## src/rtl/soc_pkg.sv

```systemverilog
`default_nettype none
// ============================================================================
//  Module      : soc_pkg
//  Description : Shared register offsets and bit positions for the timer
//                peripheral on the 6502 SoC page decode.
//  Revision    : 1.0  initial release
// ============================================================================
package soc_pkg;

  // Register offsets selected by CPU_AB[1:0]
  localparam logic [1:0] REG_CTRL = 2'd0;
  localparam logic [1:0] REG_STAT = 2'd1;
  localparam logic [1:0] REG_CNTL = 2'd2;
  localparam logic [1:0] REG_CNTH = 2'd3;

  // CTRL bit positions
  localparam int CTRL_EN      = 0;
  localparam int CTRL_IE      = 1;
  localparam int CTRL_ONESHOT = 2;

  // STATUS bit positions
  localparam int STAT_TF  = 0;
  localparam int STAT_RUN = 7;

endpackage
`default_nettype wire

```

## src/rtl/timer_6502_if.sv

```systemverilog
`default_nettype none
// ============================================================================
//  Module      : timer_6502_if
//  Description : CPU-side register bus for the interval timer. The CPU is the
//                master; the timer is the slave driving read data and IRQ.
//  Revision    : 1.0  initial release
// ============================================================================
interface timer_6502_if;

  logic       cs;
  logic       we;
  logic [1:0] rs;
  logic [7:0] din;
  logic [7:0] dout;
  logic       irq;

  modport master (
    output cs,
    output we,
    output rs,
    output din,
    input  dout,
    input  irq
  );

  modport slave (
    input  cs,
    input  we,
    input  rs,
    input  din,
    output dout,
    output irq
  );

endinterface
`default_nettype wire

```

## src/rtl/timer_prescaler.sv

```systemverilog
`default_nettype none
// ============================================================================
//  Module      : timer_prescaler
//  Description : Divide-by-PRESCALE counter with enable and synchronous clear.
//                tick_o is high for the one cycle in which the counter wraps.
//  Revision    : 1.0  initial release
// ============================================================================
module timer_prescaler #(
  parameter int PRESCALE = 16
) (
  input  logic clk,
  input  logic rst,
  input  logic en_i,
  input  logic clr_i,
  output logic tick_o
);

  // A one-bit counter pinned at zero covers PRESCALE=1: every enabled cycle ticks.
  localparam int            CW   = (PRESCALE > 1) ? $clog2(PRESCALE) : 1;
  localparam logic [CW-1:0] LAST = CW'(PRESCALE - 1);

  logic [CW-1:0] cnt_q;

  // Prescale counter: clear has priority, holds while disabled, wraps at LAST.
  always_ff @(posedge clk) begin
    if (rst) begin
      cnt_q <= '0;
    end else if (clr_i) begin
      cnt_q <= '0;
    end else if (en_i) begin
      cnt_q <= (cnt_q == LAST) ? '0 : cnt_q + 1'b1;
    end
  end

  assign tick_o = en_i & (cnt_q == LAST);

endmodule
`default_nettype wire

```

## src/rtl/timer_6502.sv

```systemverilog
`default_nettype none
// ============================================================================
//  Module      : timer_6502
//  Description : Memory-mapped 16-bit interval timer for the 6502 SoC with
//                periodic / one-shot modes, coherent 16-bit count snapshot
//                and a level IRQ (TF & IE) derived only from registers.
//  Revision    : 1.0  initial release
// ============================================================================
module timer_6502
  import soc_pkg::*;
#(
  parameter int PRESCALE = 16
) (
  input  logic         clk,
  input  logic         rst,
  timer_6502_if.slave  bus
);

  logic        en_q, en_d;
  logic        ie_q, ie_d;
  logic        oneshot_q, oneshot_d;
  logic        tf_q, tf_d;
  logic [15:0] reload_q, reload_d;
  logic [15:0] count_q, count_d;
  logic [7:0]  hi_latch_q, hi_latch_d;
  logic [7:0]  dout_q, dout_d;

  logic w_wr;
  logic w_rd;
  logic w_ctrl_wr;
  logic w_stat_wr;
  logic w_rlo_wr;
  logic w_rhi_wr;
  logic w_tick;
  logic w_terminal;
  logic w_en_set;
  logic w_oneshot_eff;

  assign w_wr      = bus.cs &  bus.we;
  assign w_rd      = bus.cs & ~bus.we;
  assign w_ctrl_wr = w_wr & (bus.rs == REG_CTRL);
  assign w_stat_wr = w_wr & (bus.rs == REG_STAT);
  assign w_rlo_wr  = w_wr & (bus.rs == REG_CNTL);
  assign w_rhi_wr  = w_wr & (bus.rs == REG_CNTH);

  // Only a 0->1 transition of EN restarts the count; rewriting EN=1 is benign.
  assign w_en_set = w_ctrl_wr & bus.din[CTRL_EN] & ~en_q;

  // A CTRL write landing on the terminal tick decides the ONESHOT behaviour.
  assign w_oneshot_eff = w_ctrl_wr ? bus.din[CTRL_ONESHOT] : oneshot_q;

  assign w_terminal = w_tick & (count_q == 16'h0000);

  timer_prescaler #(
    .PRESCALE (PRESCALE)
  ) u_prescaler (
    .clk    (clk),
    .rst    (rst),
    .en_i   (en_q),
    .clr_i  (w_en_set),
    .tick_o (w_tick)
  );

  // Next-state logic for control, count, flag, reload and the read data path.
  always_comb begin
    en_d       = en_q;
    ie_d       = ie_q;
    oneshot_d  = oneshot_q;
    tf_d       = tf_q;
    reload_d   = reload_q;
    count_d    = count_q;
    hi_latch_d = hi_latch_q;
    dout_d     = dout_q;

    // CPU write to EN beats the one-shot auto-disable on the same edge.
    if (w_ctrl_wr) begin
      en_d      = bus.din[CTRL_EN];
      ie_d      = bus.din[CTRL_IE];
      oneshot_d = bus.din[CTRL_ONESHOT];
    end else if (w_terminal && w_oneshot_eff) begin
      en_d = 1'b0;
    end

    // Ticks only occur while en_q=1, so they never coincide with w_en_set.
    if (w_en_set) begin
      count_d = reload_q;
    end else if (w_tick) begin
      if (count_q == 16'h0000) begin
        count_d = w_oneshot_eff ? 16'h0000 : reload_q;
      end else begin
        count_d = count_q - 16'd1;
      end
    end

    // Timeout set beats a simultaneous write-one-to-clear.
    if (w_terminal) begin
      tf_d = 1'b1;
    end else if (w_stat_wr && bus.din[STAT_TF]) begin
      tf_d = 1'b0;
    end

    if (w_rlo_wr) begin
      reload_d[7:0] = bus.din;
    end
    if (w_rhi_wr) begin
      reload_d[15:8] = bus.din;
    end

    if (w_rd) begin
      unique case (bus.rs)
        REG_CTRL: dout_d = {5'b0, oneshot_q, ie_q, en_q};
        REG_STAT: dout_d = {en_q, 6'b0, tf_q};
        REG_CNTL: dout_d = count_q[7:0];
        REG_CNTH: dout_d = hi_latch_q;
        default:  dout_d = 8'h00;
      endcase
      // Low-byte read freezes the high byte so a later CNTH read is coherent.
      if (bus.rs == REG_CNTL) begin
        hi_latch_d = count_q[15:8];
      end
    end
  end

  // State registers with synchronous reset.
  always_ff @(posedge clk) begin
    if (rst) begin
      en_q       <= 1'b0;
      ie_q       <= 1'b0;
      oneshot_q  <= 1'b0;
      tf_q       <= 1'b0;
      reload_q   <= 16'hFFFF;
      count_q    <= 16'h0000;
      hi_latch_q <= 8'h00;
      dout_q     <= 8'h00;
    end else begin
      en_q       <= en_d;
      ie_q       <= ie_d;
      oneshot_q  <= oneshot_d;
      tf_q       <= tf_d;
      reload_q   <= reload_d;
      count_q    <= count_d;
      hi_latch_q <= hi_latch_d;
      dout_q     <= dout_d;
    end
  end

  assign bus.dout = dout_q;
  assign bus.irq  = tf_q & ie_q;

endmodule
`default_nettype wire

```

## src/flat_wrapper.sv

```systemverilog
// flat-port wrapper written by rule: the top's interface ports become plain ports
module timer_6502_flat import soc_pkg::*;
#(
  parameter int PRESCALE = 16
)
  (clk, rst, bus_cs, bus_we, bus_rs, bus_din, bus_dout, bus_irq);
  timer_6502_if bus_i ();
  input  logic clk;
  input  logic rst;
  input wire logic [$bits(bus_i.cs)-1:0] bus_cs;
  input wire logic [$bits(bus_i.we)-1:0] bus_we;
  input wire logic [$bits(bus_i.rs)-1:0] bus_rs;
  input wire logic [$bits(bus_i.din)-1:0] bus_din;
  output wire logic [$bits(bus_i.dout)-1:0] bus_dout;
  output wire logic [$bits(bus_i.irq)-1:0] bus_irq;
  assign bus_i.cs = bus_cs;
  assign bus_i.we = bus_we;
  assign bus_i.rs = bus_rs;
  assign bus_i.din = bus_din;
  assign bus_dout = bus_i.dout;
  assign bus_irq = bus_i.irq;
  timer_6502 #(.PRESCALE(PRESCALE)) u_core (.clk(clk), .rst(rst), .bus(bus_i));
endmodule
```

## config.mk

```make
export PLATFORM = sky130hd
export DESIGN_NAME = timer_6502_flat
export DESIGN_NICKNAME = d
export VERILOG_FILES = /design/src/rtl/soc_pkg.sv /design/src/rtl/timer_6502_if.sv /design/src/rtl/timer_prescaler.sv /design/src/rtl/timer_6502.sv /design/src/flat_wrapper.sv
export SDC_FILE = /design/constraint.sdc
export NUM_CORES = 1
export LEC_CHECK = 0
export BUFFER_PORTS_ARGS = -buffer_cell sky130_fd_sc_hd__clkbuf_2
export CORE_MARGIN = 5
export CORE_UTILIZATION = 50
export CTS_CLUSTER_DIAMETER = 60
export DETAILED_ROUTE_END_ITERATION = 16
export PLACE_DENSITY = 0.69
export REMOVE_ABC_BUFFERS = 1
export SLEW_MARGIN = 20
export SYNTH_ARGS = -nofsm -noshare
export SYNTH_HDL_FRONTEND = slang
export SYNTH_SLANG_ARGS = --single-unit
```

## constraint.sdc

```tcl
create_clock -name clk -period 2.1 [get_ports clk]
set_input_delay 0 -clock clk [delete_from_list [all_inputs] [get_ports clk]]
set_output_delay 0 -clock clk [all_outputs]
set_load 0.005 [all_outputs]
```

==> summary.md <==
| Metric | Value |
|---|---|
| Count of yosys warnings during synthesis | 0 |
| Final number of setup-violating endpoints | 0 |
| Ratio of cells with drive above 1 in the final layout | 0.185 |
| Clock Latency Late Sink | 0.31 ns |
| FP Rows | 26 |
| Grt ovf | 0 |
| Worst Clk Skew | 0.00539 ns |
| Post-Syn Area | 2680 sq um |
| GP Congestion | 0.926 |
| Largest net degree at the start of global routing | 36 |
| Starting density of the core | 0.519 |
| Worst Setup End Kind | flip-flop |
| Initial antenna violation count | 0 |
| Final Max Tran Viols | 0 |
| CTS sink count | 56 |
| Avg Cell Area, Syn | 8.80 sq um |
| # port buffers | 22 |
| Max Freq | 495 MHz |
| Clock network power share | 0.269 |
| Area Overhead vs Synth | 15.3% |
| Maximum VDD drop | 0.397 mV |
| Boundary Pins | 23 |
| Post-CTS Setup Inserts | 0 |
| Post-synth ARST share | 0 |
| Post-DP HPWL | 4830 um |
| Worst slew pin tran | 0.775 ns |
| NumNets Final | 357 |
| Worst Path Required | 2.34 ns |
| Count of different cell masters after synthesis | 55 |
| Wirelength per Cell | 16.3 um |
| CORE AREA | 5170 sq um |
| Max-Cap Viols | 0 |
| Power Density | 720 nW/um^2 |
| GRT Total Usage | 0.199 |
| Register area share after synthesis | 0.418 |
| Die height | 83.2 um |
| Critical Path AT | 2.26 ns |
| EDFF count, synth | 0 |
| Psw | 649 uW |
| DRC viols | 0 |
| Pre-CTS WS | 0.0873 ns |
| Flop pwr share | 0.514 |
| Final ANT Viol Nets | 0 |
| Startpoint types | flip-flop |
| Leakage | 1.22 nW |
| Sw frac | 0.291 |
| Combinational share of power | 0.217 |
| Tcrit/Tclk final | 0.961 |
| Status | finished clean |
| Vias in the first global route | 2276 |
| Global-route wire length before repair | 11400 um |
| Die width | 83.2 um |
| Clk pin slew, worst setup/hold paths | 0.09 ns |
| FF+latch count, synth | 56 |
| Cell area after layout | 3090 sq um |
| Worst-case clock buffer depth | 2 |
| Critical path class | flip-flop to flip-flop |
| Drt total wl | 6710 um |
| Worst Hold Class | input port to flip-flop |
| Die area | 6930 sq um |
| Iter 0 DRT Violations | 228 |
| Vias | 2399 |
| Primary FF master, synth | dfxtp_1 |
| Root buf cell | clkbuf_8 |
| Crit-path max FO | 8 |
| CTS tree | built |
| Placed inst area | 2920 sq um |
| N_diodes | 0 |
| H-tree levels | 2 |
| Internal power | 1.58 mW |
| Cts bufs inserted | 5 |
| Synth Instances | 305 |
| 1st-pass router iterations | 4 |
| Fin crit period | 2.02 ns |
| Vias/cell | 5.84 |
| Worst setup margin | 0.0815 ns |
| Setup TNS | 0 ns |
| Fin. Hold Viols | 0 |
| Max-slew headroom | 0.481 |
-- critical path, stage by stage, from the launching register on --
cell and delay (ns):
dfxtp_2 0.36, inv_1 0.07, ha_1 0.19, nor4b_1 0.14, and4b_1 0.26, and2_2 0.27
or4b_1 0.48, a31oi_1 0.18
-- power by group through the flow --
stage	logic, mW	clock network [mW]	registers, mW
after floorplan	0.273	0	1.16
after global routing	0.526	0.667	1.15
final	0.482	0.599	1.15
after detailed placement	0.452	0	1.17
after CTS	0.467	0.621	1.14
after global placement	0.457	0	1.17
-- state kept, by name, indices dropped and copies added (netlist names), 4 cells and up --
register / flops
u_core.bus.dout: 8
u_core.count_q: 16
u_core.hi_latch_q: 8
u_core.reload_q: 16
u_core.u_prescaler.cnt_q: 4
-- metrics by stage --
stage | hold WS, ns | total power, mW | instances | utilization
detailed placement | 0.223 | 1.62 | 396 | 0.565
CTS | 0.00548 | 2.23 | 411 | 0.596
floorplan | 0.0691 | 1.43 | 285 | -
finish | 0.0240 | 2.23 | 411 | 0.598
global placement | 0.219 | 1.62 | 396 | 0.565
global route | 0.0251 | 2.34 | 411 | 0.598
-- routing by layer --
layer  track usage  vias up  routed length [um]
met3        0.0574       11                 464
met5             0        -                   0
met1         0.275     1120                3220
li1              -     1187                   -
met4        0.0713        0                 109
met2         0.292       81                2910
-- layout make-up --
cell class | instances | area (sq um)
fill | 484 | 2080
timing repair buffer | 48 | 323
tap | 70 | 87.6
clock buffer | 8 | 90.1
inverter | 3 | 11.3
multi-input combinational | 226 | 1460
sequential | 56 | 1120
-- worst paths after layout --
kind	cells after the start	slack, ns	from	end
worst min register to register	2	0.46	u_core.hi_latch_q[5]	u_core.hi_latch_q[5]
worst max register to register	7	0.08	u_core.count_q[0]	u_core.count_q[6]
worst max-delay path	7	0.08	u_core.count_q[0]	u_core.count_q[6]
worst min-delay path	3	0.02	bus_din[0]	u_core.en_q
-- kinds of logic after synthesis --
| group | Yosys count | synth area share |
|---|---|---|
| fa+ha+maj | 3 | 0.0140 |
| compound gates | 70 | 0.196 |
| flops | 56 | 0.418 |
| mux | 13 | 0.0560 |
| buf+inv | 23 | 0.0410 |
| xor+xnor | 3 | 0.00980 |
| simple gates | 137 | 0.265 |
-- layout by cell type, fill, tap and decap left out, types with 4 or more instances in the layout --
master | netlist | routed
nor2_1 | 27 | 27
o2bb2ai_1 | 4 | 4
mux2_2 | 6 | 6
a221oi_1 | 5 | 5
nor2b_1 | 9 | 9
dlygate4sd3_1 | 0 | 7
clkbuf_2 | 0 | 22
nand3b_1 | 8 | 8
a211o_1 | 9 | 9
a221o_1 | 6 | 6
nand2_1 | 47 | 47
dfxtp_1 | 56 | 55
mux2i_1 | 6 | 6
nand4_1 | 6 | 6
clkbuf_8 | 0 | 6
o21ai_0 | 6 | 6
a22oi_1 | 5 | 5
a21oi_1 | 17 | 17
nand2b_1 | 4 | 4
nor3_1 | 8 | 8
buf_4 | 3 | 19
-- synthesized netlist by cell type (all sizes together) (6+ instances only) --
cell type / number / area share
nand2: 47 / 0.066
a21oi: 18 / 0.035
dfxtp: 56 / 0.42
mux2i: 6 / 0.022
clkbuf: 12 / 0.017
nor2b: 9 / 0.021
a211o: 9 / 0.029
a221o: 6 / 0.022
mux2: 6 / 0.025
nor2: 27 / 0.038
nor3: 10 / 0.022
nand3b: 8 / 0.022
nand4: 6 / 0.014
buf: 8 / 0.020
o21ai: 6 / 0.011
-- timing repair --
| action | CTS | global route |
|---|---|---|
| setup endpoints to repair | 0 | 6 |
| endpoints found under the hold margin | 14 | 0 |
| gates resized for setup | 0 | 3 |
| hold buffers | 7 | 0 |
Note: power is estimated with default switching activity, not from simulation.
